$ cat src/rtl/samp_pkg.sv
// Shared definitions for the sampling-switch phase generator.
// Holds the FSM state encoding, the default field widths and the
// frame-length helper used when the configuration is latched.
package samp_pkg;

    localparam int CNT_W_DEF  = 8;
    localparam int FCNT_W_DEF = 16;

    typedef enum logic [1:0] {
        IDLE  = 2'd0,
        TRACK = 2'd1,
        GUARD = 2'd2,
        HOLD  = 2'd3
    } samp_state_t;

    // Frame length F = max(period, W + D + 1); the +1 guarantees at least
    // one HOLD cycle so conv_start always has a slot.
    function automatic logic [31:0] frame_len(input logic [31:0] period,
                                              input logic [31:0] w,
                                              input logic [31:0] d);
        logic [31:0] min_len;
        min_len = w + d + 32'd1;
        if (period > min_len) begin
            frame_len = period;
        end else begin
            frame_len = min_len;
        end
    endfunction

endpackage

$ cat src/rtl/samp_timer.sv
// Loadable down-counter shared by the TRACK, GUARD and HOLD phases.
// Ports:
//   clk, rst_b  - clock and synchronous active-low reset
//   load        - load load_val this edge (takes priority over counting)
//   load_val    - phase length minus one
//   done        - count has reached zero (last cycle of the phase)
module samp_timer #(
    parameter int W = 10
) (
    input  logic         clk,
    input  logic         rst_b,
    input  logic         load,
    input  logic [W-1:0] load_val,
    output logic         done
);

    logic [W-1:0] count;

    // Count down to zero and park there until the next load.
    always_ff @(posedge clk) begin
        if (!rst_b) begin
            count <= '0;
        end else if (load) begin
            count <= load_val;
        end else if (count != '0) begin
            count <= count - W'(1);
        end else begin
            count <= count;
        end
    end

    assign done = (count == '0);

endmodule

$ cat src/rtl/samp_clkgen.sv
// Phase generator for the analog sampling switch.
// Produces samp/samp_b (switch closed while tracking), a one-cycle
// conv_start strobe after the guard time, busy, and a completed-frame count.
// Ports:
//   clk, rst_b            - clock and synchronous active-low reset
//   en                    - run enable (level); frames repeat while high
//   width, dead, period   - track cycles (0 -> 1), guard cycles, frame length
//   samp, samp_b          - switch control pair, complementary registers
//   conv_start            - strobe in the first HOLD cycle
//   busy                  - high in any state other than IDLE
//   frame_cnt             - completed frames, wraps
module samp_clkgen
    import samp_pkg::*;
#(
    parameter int CNT_W  = CNT_W_DEF,
    parameter int FCNT_W = FCNT_W_DEF
) (
    input  logic              clk,
    input  logic              rst_b,
    input  logic              en,
    input  logic [CNT_W-1:0]  width,
    input  logic [CNT_W-1:0]  dead,
    input  logic [CNT_W-1:0]  period,
    output logic              samp,
    output logic              samp_b,
    output logic              conv_start,
    output logic              busy,
    output logic [FCNT_W-1:0] frame_cnt
);

    // Two extra bits so W + D + 1 never overflows.
    localparam int TW = CNT_W + 2;

    samp_state_t   state;
    logic [TW-1:0] w_r;
    logic [TW-1:0] d_r;
    logic [TW-1:0] f_r;
    logic [TW-1:0] w_in;
    logic [TW-1:0] d_in;
    logic [TW-1:0] f_in;
    logic          tmr_load;
    logic [TW-1:0] tmr_val;
    logic          tmr_done;

    assign w_in = (width == '0) ? TW'(1) : TW'(width);
    assign d_in = TW'(dead);
    assign f_in = TW'(frame_len(32'(period), 32'(w_in), 32'(d_in)));

    // Timer reload on every phase transition; loaded value is length-1.
    always_comb begin
        tmr_load = 1'b0;
        tmr_val  = '0;
        case (state)
            IDLE: begin
                if (en) begin
                    tmr_load = 1'b1;
                    tmr_val  = w_in - TW'(1);
                end else begin
                    tmr_load = 1'b0;
                end
            end
            TRACK: begin
                if (tmr_done) begin
                    tmr_load = 1'b1;
                    if (d_r != '0) begin
                        tmr_val = d_r - TW'(1);
                    end else begin
                        tmr_val = f_r - w_r - TW'(1);
                    end
                end else begin
                    tmr_load = 1'b0;
                end
            end
            GUARD: begin
                if (tmr_done) begin
                    tmr_load = 1'b1;
                    tmr_val  = f_r - w_r - d_r - TW'(1);
                end else begin
                    tmr_load = 1'b0;
                end
            end
            HOLD: begin
                if (tmr_done && en) begin
                    tmr_load = 1'b1;
                    tmr_val  = w_in - TW'(1);
                end else begin
                    tmr_load = 1'b0;
                end
            end
            default: begin
                tmr_load = 1'b0;
            end
        endcase
    end

    samp_timer #(.W(TW)) u_timer (
        .clk      (clk),
        .rst_b    (rst_b),
        .load     (tmr_load),
        .load_val (tmr_val),
        .done     (tmr_done)
    );

    // FSM with registered outputs; outputs are set on the transition edge
    // so they line up with the state they decode.
    always_ff @(posedge clk) begin
        if (!rst_b) begin
            state      <= IDLE;
            w_r        <= '0;
            d_r        <= '0;
            f_r        <= '0;
            samp       <= 1'b0;
            samp_b     <= 1'b1;
            conv_start <= 1'b0;
            busy       <= 1'b0;
            frame_cnt  <= '0;
        end else begin
            conv_start <= 1'b0;
            case (state)
                IDLE: begin
                    if (en) begin
                        state  <= TRACK;
                        w_r    <= w_in;
                        d_r    <= d_in;
                        f_r    <= f_in;
                        samp   <= 1'b1;
                        samp_b <= 1'b0;
                        busy   <= 1'b1;
                    end else begin
                        state <= IDLE;
                    end
                end
                TRACK: begin
                    if (tmr_done) begin
                        samp   <= 1'b0;
                        samp_b <= 1'b1;
                        if (d_r != '0) begin
                            state <= GUARD;
                        end else begin
                            state      <= HOLD;
                            conv_start <= 1'b1;
                        end
                    end else begin
                        state <= TRACK;
                    end
                end
                GUARD: begin
                    if (tmr_done) begin
                        state      <= HOLD;
                        conv_start <= 1'b1;
                    end else begin
                        state <= GUARD;
                    end
                end
                HOLD: begin
                    if (tmr_done) begin
                        frame_cnt <= frame_cnt + FCNT_W'(1);
                        if (en) begin
                            state  <= TRACK;
                            w_r    <= w_in;
                            d_r    <= d_in;
                            f_r    <= f_in;
                            samp   <= 1'b1;
                            samp_b <= 1'b0;
                        end else begin
                            state <= IDLE;
                            busy  <= 1'b0;
                        end
                    end else begin
                        state <= HOLD;
                    end
                end
                default: begin
                    state  <= IDLE;
                    samp   <= 1'b0;
                    samp_b <= 1'b1;
                    busy   <= 1'b0;
                end
            endcase
        end
    end

endmodule

$ cat config.mk
export PLATFORM = sky130hd
export DESIGN_NAME = samp_clkgen
export DESIGN_NICKNAME = d
export VERILOG_FILES = /design/src/rtl/samp_pkg.sv /design/src/rtl/samp_timer.sv /design/src/rtl/samp_clkgen.sv
export SDC_FILE = /design/constraint.sdc
export NUM_CORES = 1
export LEC_CHECK = 0
export ABC_AREA = 0
export BUFFER_PORTS_ARGS = -buffer_cell sky130_fd_sc_hd__buf_2
export CORE_ASPECT_RATIO = 0.6
export CORE_UTILIZATION = 45
export DETAILED_ROUTE_END_ITERATION = 10
export HOLD_SLACK_MARGIN = 0.03
export PLACE_DENSITY_LB_ADDON = 0.08
export SLEW_MARGIN = 40
export SYNTH_ARGS = -nofsm -noshare
export SYNTH_HDL_FRONTEND = slang
export SYNTH_SLANG_ARGS = --single-unit
$ cat constraint.sdc
create_clock -name clk -period 9 [get_ports clk]
set_input_delay 0.9 -clock clk [delete_from_list [all_inputs] [get_ports clk]]
set_output_delay 0.9 -clock clk [all_outputs]
set_load 0.05 [all_outputs]
Word level (Yosys, flattened, before mapping)
Index checks and enable logic that the tools add are counted.

Muxes and demuxes: 44. Add/sub/neg operators: 10. Equal/unequal tests: 7. Reductions and logical operators: 14. Order comparisons: 1.

Operators by type and width (number): 10-bit 2-to-1 mux (14); 10-bit case mux with 2 select lines (3); 10-bit case mux with 4 select lines (1); 10-bit by 1-bit subtractor with 10-bit output (second input constant) (4); 10-bit nonzero test (2); 10-bit subtractor (2); 1-bit 2-to-1 mux (17); 16-bit by 1-bit adder with 16-bit output (second input constant) (1); 9-bit by 1-bit adder with 10-bit output (second input constant) (1); 8-bit by 10-bit greater-than comparator with 1-bit output (1); 10-bit zero test (1); 8-bit by 8-bit adder with 9-bit output (1); 1-bit case mux with 3 select lines (3); 8-bit by 1-bit subtractor with 9-bit output (second input constant) (1); 8-bit zero test (1); 8-bit 2-to-1 mux (1); 2-bit inequality test (second input constant) (4); 2-bit case mux with 4 select lines (1); 2-bit == test (second input constant) (2); 2-bit 2-to-1 mux (2); 1-bit case mux with 2 select lines (2); 2-bit AND reduction (2); 4-bit AND reduction (1); 2-bit nonzero test (2); other kinds (6) (6).

Word-level logic and storage cells: 86. Flip-flop bits (word level): 62. Bits of input ports: 27. Output and inout bits: 20.

Logic depth before layout (Yosys ltp)
Gate-level depths: netlist of run 1.

Depth in word-level cells: 9. Depth in mapped cells: 20. Mapped depth without buffers: 18.

Modules after synthesis
A second synthesis of run 1 with hierarchy kept.

Cells, all modules: 574. Area, all modules: 4486.8 µm².

Modules (own cells, without submodules): samp_clkgen (area an instance 3918.8 µm², seq. area each 940.9 µm², times used 1, cells an instance 512); samp_timer (area an instance 568.0 µm², seq. area each 200.2 µm², times used 1, cells an instance 62).

Worst setup path after synthesis of run 1
OpenSTA, ideal clock, no wires.

Kind: input -> register. From: input port width[4]. To: register f_r[4]. Buffers on the path: 2. Data required time: 8.863 ns. Cell stages on the path: 20. Setup slack: 4.501 ns. Arrival: 4.362 ns. Library setup time: 0.137 ns. Cell sequence: clkbuf_1 -> nor4_1 -> a31oi_1 -> ha_1 -> fa_1 -> nor2b_1 -> o21ai_0 -> a21oi_1 -> o21ai_0 -> nand2_1 -> nand2_1 -> ha_1 -> nand2_1 -> nor3_1 -> o21ai_0 -> o211a_1 -> nor2_1 -> clkbuf_1 -> a21o_1 -> a31oi_1.

Cells in the longest elaborated chain, start to end: 9.

RTL lines: from (decl) (line samp_clkgen.sv:21) `input logic [CNT_W-1:0] width,`; 8-bit zero test (line samp_clkgen.sv:45) `assign w_in = (width == '0) ? TW'(1) : TW'(width);`; 8-bit 2-to-1 mux (*) (line samp_clkgen.sv:45); 8-bit by 8-bit adder with 9-bit output (*) (line samp_pkg.sv:22) `min_len = w + d + 32'd1;`; 9-bit by 1-bit adder with 10-bit output (*) (line samp_pkg.sv:22); 8-bit by 10-bit greater-than comparator with 1-bit output (line samp_pkg.sv:23) `if (period > min_len) begin`; 10-bit 2-to-1 mux (*) (line samp_pkg.sv:23); 10-bit 2-to-1 mux (*) (line samp_clkgen.sv:121, samp_clkgen.sv:158); 10-bit 2-to-1 mux (line samp_clkgen.sv:156) `if (tmr_done) begin`; 10-bit case mux with 2 select lines (*) (line samp_clkgen.sv:119) `case (state)`; to (signal assigned) (line samp_clkgen.sv:125) `f_r <= f_in;`; to (signal assigned) (line samp_clkgen.sv:162) `f_r <= f_in;`; to (decl) (line samp_clkgen.sv:37) `logic [TW-1:0] f_r;`.

Mark *: on every way between the ends. The rest lies on a longest branch, timed or not. The select of a mux whose other input is x is not followed. A chain may end at the register's enable or synchronous reset.

Worst setup path in the final report of run 1
From: input port width[4]. To: register f_r[3].

The elaborated chain is that of the path after synthesis.

==> impl_results.md, run 1 <==
* Commonest register cell after synthesis: dfxtp_1
* Hold Startpoint: w_r[4]
* Data arrival, critical path at roughly 5000 ps
* Pre-CTS setup slack at between 3000 and 4000 ps
* Critical path's top delay family: simple AND/OR/NAND/NOR gates
* Pwr Total at between 0.001 and 0.0015 W
* Most frequent cells in the layout: nand2_1, dfxtp_1, nor2_1, buf_2, a21oi_1
* Async SR Flop Fraction at 0
* Post-Synth Simple-Gate Area at 0.246
* Seq/Total Area, Yosys at 0.248
* Status: finished, final reports clean
* Drt pass-1 iters at 5
* Layout cell share with drive strength beyond 1 at 0.121
* Hold-critical path depth at 2
* Yosys warns at 0
* Core Region at 9910 sq um
* Die width at 133 um
* Relative slew slack at 0.529
* Synth cell types at 65
* Buf+Inv Stages, Crit Path at 1
* Mux contribution to synthesized area at 0.00435
* CTS resizes at 0
* Initial antenna violation count at 0
* Final ANT Viol Nets at 0
* Placed cell count at 765
* Worst Hold End: w_r[4]
* Tcrit/Tclk final at 0.526
* Wire per inst at 18.0 um
* Slowest stage delay, CP at 530 ps
* CTS tree: built
* Post-Synthesis Mean Instance Area at 7.56 sq um
* VDD IR max at 0.111 mV
* Via density at 6.02
* Reg clk slew, reported paths at 60 ps
* Setup Crit Path Kind: in2reg
* Cell Rows at 28
* Initial core utilization at 0.465
* Largest family of logic cells by synthesized area: compound AO/OA/AOI/OAI gates
* Ant. Diodes at 0
* Sum of negative setup slack at 0 ps
* Routed WL at 14100 um
* Slew Viols, Final at 0
* Max-cap viol count at 0
* Crit Path Max Fanout at 13
* Flops & latches, synth at 57
* LEAKAGE at 2.19 nW
* RSZ-0062 raised after global routing: no
* # hold bufs at CTS at 0
* Reg-to-Reg End: u_timer.count[8]
* DRC Markers at 0
* Grt total ovfl at 0
* Period minus WS final at 4740 ps
* R2r setup slk at 5500 ps
* Post-Syn Area at about 4600 sq um
* Worst R2R Start: w_r[0]
* Synth Area in XOR/XNOR at 0.0703
* Worst setup margin at 4260 ps
* Synth Area in Compound Gates at 0.248
* Vias at 4703
* Post-CTS setup buffers at 0
* I/O pin count at 47
* Largest net degree at the start of global routing at 34
* Total GRT Usage at 0.275
* CTS sink count at 57
* Cells along the critical path: buf_2, nor4_1, a31oi_1, ha_1, fa_1, nor2b_1, o21ai_0, a21oi_1, o21ai_0, nand2_1, nand2_1, ha_1, nand2_1, nor3_1, o21ai_0, o211a_1, nor2_2, a21oi_1, o31a_1
* Endpoint type of the worst setup path: flip-flop
* Area growth syn-to-layout at 13.5%
* Die area at 10700 sq um
* RePlAce Congestion at 0.966
* Non-Filler Instances at roughly 780
* Clk Tree Root Cell: clkbuf_16
* Vias in the first global route at 4053
* Tightest Pin Transition at between 700 and 800 ps
* Commonest non-fill, non-tap cell in the layout: nand2_1
* Hold_ws at around 450 ps
* Power Density at between 200 and 250 nW/um^2
* Global-route wire length before repair at 22200 um
* Net count of the finished layout at 712
* Syn Nets at 680
* DP HPWL at 11100 um
* CP max stage cell: nor4_1
* Final clock skew at 8.00 ps
* R2r worst-path depth at 14
* Final setup fails at 0
* CTS Buffer Depth at 2
* Post-Synth Adder-Cell Area at 0.124
* Final hold violations at 0
* Initial drt markers at ~550
* Mapped Cells at between 600 and 700
* Req. time, crit path at 9220 ps
* F_max at roughly 210 MHz
* CP Launch Type: primary input
* H-tree levels at 3
* Die height at 80.4 um
* Worst hold path type: reg2reg
* EDFF count, synth at 0
* Worst-Skew Late Latency at 340 ps
* Cts bufs inserted at 9
* Port buffer count at 46
tightest hold or removal path, delay by kind of cell (launching register included):
family           cells  cell delay [ps]
AND/OR/NAND/NOR      1               50
AO/OA/AOI/OAI        1               50
flip-flops           1              310
worst max path at each step:
stage	depth (start not counted)	slack [ps]	end	start
global route	19	3830	f_r[3]	width[4]
floorplan	20	4500	f_r[4]	width[4]
global placement	19	3900	f_r[3]	width[4]
CTS	19	4080	f_r[3]	width[4]
finish	19	4260	f_r[3]	width[4]
detailed placement	19	3760	f_r[3]	width[4]
synth_stat cells (all sizes together), types with 3 or more instances:
library cell / count / share of area
or4b: 3 / 0.0065
nand2b: 9 / 0.012
xnor2: 12 / 0.023
a31oi: 11 / 0.015
nor4: 8 / 0.014
fa: 3 / 0.013
ha: 41 / 0.11
dfxtp: 57 / 0.25
a21oi: 45 / 0.049
and3: 9 / 0.012
o21ai: 36 / 0.039
nor2b: 6 / 0.0081
a21o: 10 / 0.016
a2111oi: 3 / 0.0071
a211o: 5 / 0.0095
clkbuf: 26 / 0.021
nor3: 10 / 0.011
o2111ai: 3 / 0.0057
nand3: 26 / 0.028
nand4: 10 / 0.014
or4: 5 / 0.0098
nand2: 66 / 0.054
nor2: 48 / 0.039
o31ai: 3 / 0.0079
o21a: 9 / 0.015
or3: 8 / 0.011
and2: 9 / 0.012
a211oi: 9 / 0.015
o22ai: 5 / 0.0068
inv: 44 / 0.036
xor2: 25 / 0.048
a221oi: 3 / 0.0057
power breakdown:
part	total [W]	internal, W	switching [W]
Sequential	0.000307	0.000278	0.0000290
Clock	0.000327	0.000191	0.000137
Combinational	0.000546	0.000211	0.000335
Total	0.00118	0.000679	0.000500
routing by layer:
| layer | share of wire | GRT usage | vias up | routed length [um] |
|---|---|---|---|---|
| met5 | 0 | 0 | - | 0 |
| met3 | 0.095 | 0.0593 | 12 | 1330 |
| li1 | - | - | 2271 | - |
| met1 | 0.54 | 0.444 | 2233 | 7560 |
| met2 | 0.36 | 0.348 | 187 | 5040 |
| met4 | 0.0096 | 0.0644 | 0 | 135 |
metrics by stage:
step	utilization	cell area (sq um)
final	0.527	5230
after global routing	0.527	5230
after CTS	0.527	5230
after detailed placement	0.498	4940
after global placement	0.496	4920
after floorplan	-	4610
final cells by class:
type | count | area (sq um)
Timing Repair Buffer | 49 | 253
Tap cell | 135 | 169
Fill cell | 954 | 4690
Multi-Input combinational cell | 480 | 3220
Clock buffer | 9 | 225
Sequential cell | 57 | 1140
Clock inverter | 7 | 58.8
Inverter | 44 | 165
registers in the layout, summed over array words and instances (netlist names):
name           count
u_timer.count     10
f_r                9
samp               1
w_r                8
busy               1
conv_start         1
d_r                8
state              2
frame_cnt         16
samp_b             1
cell families after synthesis:
logic type                 after synthesis
adders and majority gates               44
xor gates and xnor gates                37
AOI/OAI and AO/OA                      171
and+or+nand+nor                        226
buffers and inverters                   72
DFF                                     57
muxes                                    2
Note: power is estimated with default switching activity, not from simulation.
==> run 2, diff against run 1 <==
--- a/config.mk
+++ b/config.mk
@@ -5,7 +5,7 @@
 export SDC_FILE = /design/constraint.sdc
 export NUM_CORES = 1
 export LEC_CHECK = 0
-export ABC_AREA = 0
+export ABC_AREA = 1
 export BUFFER_PORTS_ARGS = -buffer_cell sky130_fd_sc_hd__buf_2
 export CORE_ASPECT_RATIO = 0.6
 export CORE_UTILIZATION = 45
==> constraint.sdc (replaced) <==
create_clock -name clk -period 4.45 [get_ports clk]
set_input_delay 0.445 -clock clk [delete_from_list [all_inputs] [get_ports clk]]
set_output_delay 0.445 -clock clk [all_outputs]
set_load 0.05 [all_outputs]
==> impl_results.md, run 2 <==
* Commonest register cell after synthesis: dfxtp_1
* Net count of the finished layout at 826 (+16%)
* Yosys warns at 0 (unchanged)
* Synth area leader: dfxtp_1
* Via density at 5.31 (-12%)
* Post-Syn Area at 4600 sq um (about the same)
* Vias in the first global route at 4165 (+2.8%)
* Setup Crit Path Kind: in2reg
* LEAKAGE at 2.61 nW (+19%)
* DP HPWL at 10600 um (-4.5%)
* Die height at 80.3 um (about the same)
* Status: finished, final reports clean
* Slowest stage delay, CP at 410 ps (-120 ps)
* Req. time, crit path at 4730 ps (-4490 ps)
* Flops & latches, synth at 57 (unchanged)
* EDFF count, synth at 0 (unchanged)
* Seq/Total Area, Yosys at 0.248 (about the same)
* Area growth syn-to-layout at 13.5% (about the same)
* Initial antenna violation count at 0 (unchanged)
* Layout cell share with drive strength beyond 1 at 0.118 (-0.00232)
* Tcrit/Tclk final at 0.860
* Initial core utilization at 0.464 (about the same)
* Crit Path Max Fanout at 10 (-3)
* Period minus WS final at 3830 ps
* Slew Viols, Final at 0 (unchanged)
* CP max stage cell: fa_1
* Ant. Diodes at 0 (unchanged)
* FF/Latch Area at 1140 sq um (unchanged)
* I/O pin count at 47 (unchanged)
* Async SR Flop Fraction at 0 (unchanged)
* Data arrival, critical path at 4110 ps (-850 ps)
* Worst hold path type: in2reg
* Cell Rows at 28 (unchanged)
* Syn Nets at 785 (+15%)
* Placed cell count at 879 (+15%)
* Largest net degree at the start of global routing at 35 (+2.9%)
* Port buffer count at 46 (unchanged)
* Final hold violations at 0 (unchanged)
* RSZ-0062 raised after global routing: no
* Die width at 133 um (about the same)
* Core Region at 9910 sq um (unchanged)
* Final core occ at 0.527 (-0.000631)
* Global-route wire length before repair at 21000 um (-5.1%)
* Share of the synthesized area in the top cell type at 0.248 (about the same)
* Most used cell, CP: inv_1
* Cts bufs inserted at 9 (unchanged)
* VDD IR max at 0.220 mV (+99%)
* CTS resizes at 0 (unchanged)
* Multi-input gate area at 2980 sq um (-7.5%)
* Sum of negative setup slack at 0 ps (unchanged)
* Power Density at 453 nW/um^2 (+100%)
* Largest register FFs at 16 (unchanged)
* Worst-Skew Late Latency at 340 ps (about the same)
* Critical path's top delay family: simple AND/OR/NAND/NOR gates
* Wire per inst at 14.7 um (-19%)
* Endpoint type of the worst setup path: flip-flop
* Synth cell count leaders: nand2_1, inv_1, nor2_1
* Fillers at 1034 (+8.4%)
* H-tree levels at 3 (unchanged)
* Largest regs: frame_cnt (16), u_timer.count (10), f_r (9)
* Post-CTS setup buffers at 0 (unchanged)
* Pre-CTS setup slack at 346 ps (-3410 ps)
* # hold bufs at CTS at 0 (unchanged)
* Vias at 4755 (+1.1%)
* Final setup fails at 0 (unchanged)
* Relative slew slack at 0.453 (-0.0757)
* Most flops, register: frame_cnt
* Post-Synthesis Mean Instance Area at 6.45 sq um (-15%)
* Final ANT Viol Nets at 0 (unchanged)
* Initial drt markers at 378 (-31%)
* Cells along the critical path: buf_2, inv_1, nand3_1, nor2_1, inv_1, o21ai_0, inv_1, ha_1, fa_1, xnor2_1, inv_1, ha_1, a21oi_1, o21ai_0, a21oi_1, nor2_1, o21ai_0, nand2_1, nand2_1, nand3_1, nand3_1, nand2_1, inv_1
* Die area at 10700 sq um (about the same)
* Tightest Pin Transition at 820 ps (+117 ps)
* CTS Buffer Depth at 2 (unchanged)
* Total GRT Usage at 0.258 (-0.0172)
* Non-Filler Instances at 895 (+15%)
* Final clock skew at 8.85 ps (+0.851 ps)
* Synth cell types at 41 (-37%)
* CTS sink count at 57 (unchanged)
* Commonest non-fill, non-tap cell in the layout: nand2_1
* Clk Tree Root Cell: clkbuf_16
* Ranking of synthesized cells by area: dfxtp_1, nand2_1, ha_1
* Drt pass-1 iters at 5 (unchanged)
* Reg clk slew, reported paths at 60 ps (about the same)
* CTS tree: built
* Top-count cell post-synth: nand2_1
* Max-cap viol count at 0 (unchanged)
* Routed WL at 13100 um (-6.6%)
* Grt total ovfl at 0 (unchanged)
* RePlAce Congestion at 0.920 (-4.7%)
* DRC Markers at 0 (unchanged)
* CP Launch Type: primary input
* Mapped Cells at 714 (+17%)
* Most frequent cells in the layout: nand2_1, inv_1, nor2_1, a21oi_1, nand3_1
* F_max at 261 MHz
* Worst setup margin at 622 ps (-3640 ps)
* Buf+Inv Stages, Crit Path at 6 (+5)
## run 2: cell count changes in the layout (fill, tap and decap cells not counted), sizes merged, moves of 15 or more
cell   previous run  this run
nand2            66       149
nor2             48        77
o21ai            36        51
a21oi            45        67
inv              49       116
nand3            26        65
## run 2: cell type report
cell class / count / area share
clock inverters: 7 / 0.0117
repair buffers: 46 / 0.0441
flip-flops and latches: 57 / 0.218
well taps: 135 / 0.0323
clock buffers: 9 / 0.0431
inverters: 112 / 0.0805
multi-input cells: 529 / 0.570
## run 2: metal layers
layer / wire length, um / up-vias / global-route usage
met1: 7440 / 2163 / 0.415
met4: 89 / 0 / 0.0517
met5: 0 / - / 0
met3: 1080 / 9 / 0.0638
met2: 4530 / 166 / 0.325
li1: - / 2417 / -
## run 2: tightest hold or removal path, cell delays in order
cell	delay (ps)
buf_2	70
inv_1	60
a21oi_1	110
## run 2: path summary, 6_finish.rpt
kind	startpoint	end	slack, ps	cells past startpoint
max	width[1]	f_r[6]	620	23
min	dead[0]	d_r[0]	390	3
max reg2reg	f_r[0]	u_timer.count[7]	1320	22
min reg2reg	busy	busy	460	2
## run 2: metrics by stage
| step | hold WS (ps) | total power (W) | cell area, sq um |
|---|---|---|---|
| 2_1_floorplan | 435 | 0.00146 | 4600 |
| 3_3_place_gp | 443 | 0.00168 | 4940 |
| 6_report | 385 | 0.00236 | 5220 |
| 5_1_grt | 382 | 0.00256 | 5220 |
| 4_1_cts | 383 | 0.00236 | 5220 |
| 3_5_place_dp | 458 | 0.00169 | 4940 |
## run 2: logic make-up after synthesis
kind of cell    share of synthesized area
simple gates                        0.317
compound gates                      0.166
buf+inv                             0.106
flops                               0.248
fa+ha+maj                           0.124
xor+xnor                           0.0381
## run 2: power by group
group	internal, W	switching (W)
logic	0.000391	0.000683
clock network	0.000386	0.000271
registers	0.000577	0.0000553
==> run 3, diff against run 2 <==
==> constraint.sdc (replaced) <==
create_clock -name clk -period 4.2 [get_ports clk]
set_input_delay 0.42 -clock clk [delete_from_list [all_inputs] [get_ports clk]]
set_output_delay 0.42 -clock clk [all_outputs]
set_load 0.05 [all_outputs]
==> impl_results.md, run 3 (synthesized netlist as in run 2, its figures left out) <==
* Area growth syn-to-layout at 13.5% (unchanged)
* Wire per inst at 14.7 um (about the same)
* Commonest non-fill, non-tap cell in the layout: nand2_1
* H-tree levels at 3 (unchanged)
* CTS sink count at 57 (unchanged)
* Initial antenna violation count at 0 (unchanged)
* Most frequent cells in the layout: nand2_1, inv_1, nor2_1, a21oi_1, nand3_1
* Core Region at 9910 sq um (unchanged)
* DP HPWL at 10600 um (about the same)
* Post-DP Area at 4940 sq um (unchanged)
* Sum of negative setup slack at 0 ps (unchanged)
* Final ANT Viol Nets at 0 (unchanged)
* CTS Buffer Depth at 2 (unchanged)
* Multi-input gate area at 2980 sq um (unchanged)
* Clk Tree Root Cell: clkbuf_16
* Die width at 133 um (unchanged)
* Layout cell share with drive strength beyond 1 at 0.118 (unchanged)
* FF/Latch Area at 1140 sq um (unchanged)
* Slowest stage delay, CP at 410 ps (about the same)
* Cts bufs inserted at 9 (unchanged)
* Worst-Skew Late Latency at 340 ps (about the same)
* Grt total ovfl at 0 (unchanged)
* Pwr Total at 0.00251 W (+6.1%)
* Final setup fails at 0 (unchanged)
* Post-CTS setup buffers at 0 (unchanged)
* F_max at 268 MHz
* Largest regs: frame_cnt (16), u_timer.count (10), f_r (9)
* Post-Layout Inst Area at 5220 sq um (unchanged)
* Routed WL at 13100 um (about the same)
* Vias at 4707 (-1.0%)
* Most flops, register: frame_cnt
* Power Density at 480 nW/um^2 (+6.1%)
* Reg clk slew, reported paths at 60 ps (about the same)
* Final clock skew at 8.75 ps (-0.0958 ps)
* Setup Crit Path Kind: in2reg
* Most used cell, CP: inv_1
* Period minus WS final at 3730 ps
* CP Launch Type: primary input
* Endpoint type of the worst setup path: flip-flop
* CTS tree: built
* Status: finished, final reports clean
* Cells along the critical path: buf_2, inv_1, nand3_1, nor2_1, inv_1, o21ai_1, inv_1, ha_1, fa_1, xnor2_1, inv_1, ha_1, a21oi_1, o21ai_0, a21oi_1, nor2_1, o21ai_0, nand2_1, nand2_1, nand3_1, nand3_1, nand2_1, inv_1
* DRC Markers at 0 (unchanged)
* Drt pass-1 iters at 5 (unchanged)
* Cell Rows at 28 (unchanged)
* RePlAce Congestion at 0.918 (-0.18%)
* Pre-CTS setup slack at 128 ps (-218 ps)
* Initial core utilization at 0.464 (unchanged)
* LEAKAGE at 2.61 nW (about the same)
* Global-route wire length before repair at 20800 um (-1.3%)
* Worst setup margin at 470 ps (-152 ps)
* Die height at 80.3 um (unchanged)
* Slew Viols, Final at 0 (unchanged)
* RSZ-0062 raised after global routing: no
* Worst hold path type: in2reg
* CP max stage cell: fa_1
* Crit Path Max Fanout at 10 (unchanged)
* Data arrival, critical path at 4010 ps (-100 ps)
* Port buffer count at 46 (unchanged)
* Ant. Diodes at 0 (unchanged)
* Req. time, crit path at 4480 ps (-250 ps)
* Final hold violations at 0 (unchanged)
* Initial drt markers at 393 (+4.0%)
* Max-cap viol count at 0 (unchanged)
* Largest net degree at the start of global routing at 35 (unchanged)
* Tightest Pin Transition at 784 ps (-36.0 ps)
* Relative slew slack at 0.477 (+0.0240)
* Via density at 5.26 (-1.0%)
* VDD IR max at 0.220 mV (+0.31%)
* Vias in the first global route at 4054 (-2.7%)
* Total GRT Usage at 0.255 (-0.00289)
* Fillers at 1040 (+0.58%)
* Largest register FFs at 16 (unchanged)
* Die area at 10700 sq um (unchanged)
* I/O pin count at 47 (unchanged)
* Tcrit/Tclk final at 0.888
* Net count of the finished layout at 826 (unchanged)
==> run 3: cell counts in the layout (fill, tap and decap cells not counted) <==
No cell type changed its count.
==> run 3: metrics by stage <==
stage / utilization / hold WS, ps / instances
6_report: 0.527 / 382 / 895
5_1_grt: 0.527 / 378 / 895
4_1_cts: 0.527 / 368 / 895
3_5_place_dp: 0.498 / 454 / 879
3_3_place_gp: 0.498 / 443 / 879
2_1_floorplan: - / 435 / 714
==> run 3: path summary, 6_finish.rpt <==
kind | from | endpoint | slack (ps) | cells past startpoint
setup / recovery | width[1] | f_r[6] | 470 | 23
hold / removal | dead[0] | d_r[0] | 380 | 3
setup reg to reg | f_r[0] | u_timer.count[7] | 1080 | 22
hold reg to reg | frame_cnt[15] | frame_cnt[15] | 460 | 2
==> run 3: worst max-delay path, delay by kind of cell <==
family          cells  cell delay, ps
compound gates      5             740
xor+xnor            1             290
fa+ha+maj           3             930
buf+inv             6             560
simple gates        8            1080
==> run 3: timing repair <==
action                     in CTS  in global routing
resized for setup               0                  1
hold buffers                    0                  0
setup endpoints to repair       0                  2
==> run 3: final cells by class <==
class	instances	share of cell area
Inverter	112	0.0805
Clock inverter	7	0.0117
Tap cell	135	0.0323
Multi-Input combinational cell	529	0.570
Sequential cell	57	0.218
Clock buffer	9	0.0431
Timing Repair Buffer	46	0.0441
==> run 3: power by group <==
part | switching (W) | internal (W) | leakage [nW]
Combinational | 0.000721 | 0.000415 | 2.00
Sequential | 0.0000581 | 0.000611 | 0.468
Clock | 0.000293 | 0.000410 | 0.135
==> run 3: per-layer routing <==
metal | track usage | vias to the layer above | share of wire | wire length (um)
li1 | - | 2417 | - | -
met1 | 0.407 | 2098 | 0.56 | 7330
met2 | 0.314 | 180 | 0.34 | 4440
met3 | 0.0669 | 12 | 0.092 | 1210
met4 | 0.0667 | 0 | 0.011 | 143
met5 | 0 | - | 0 | 0
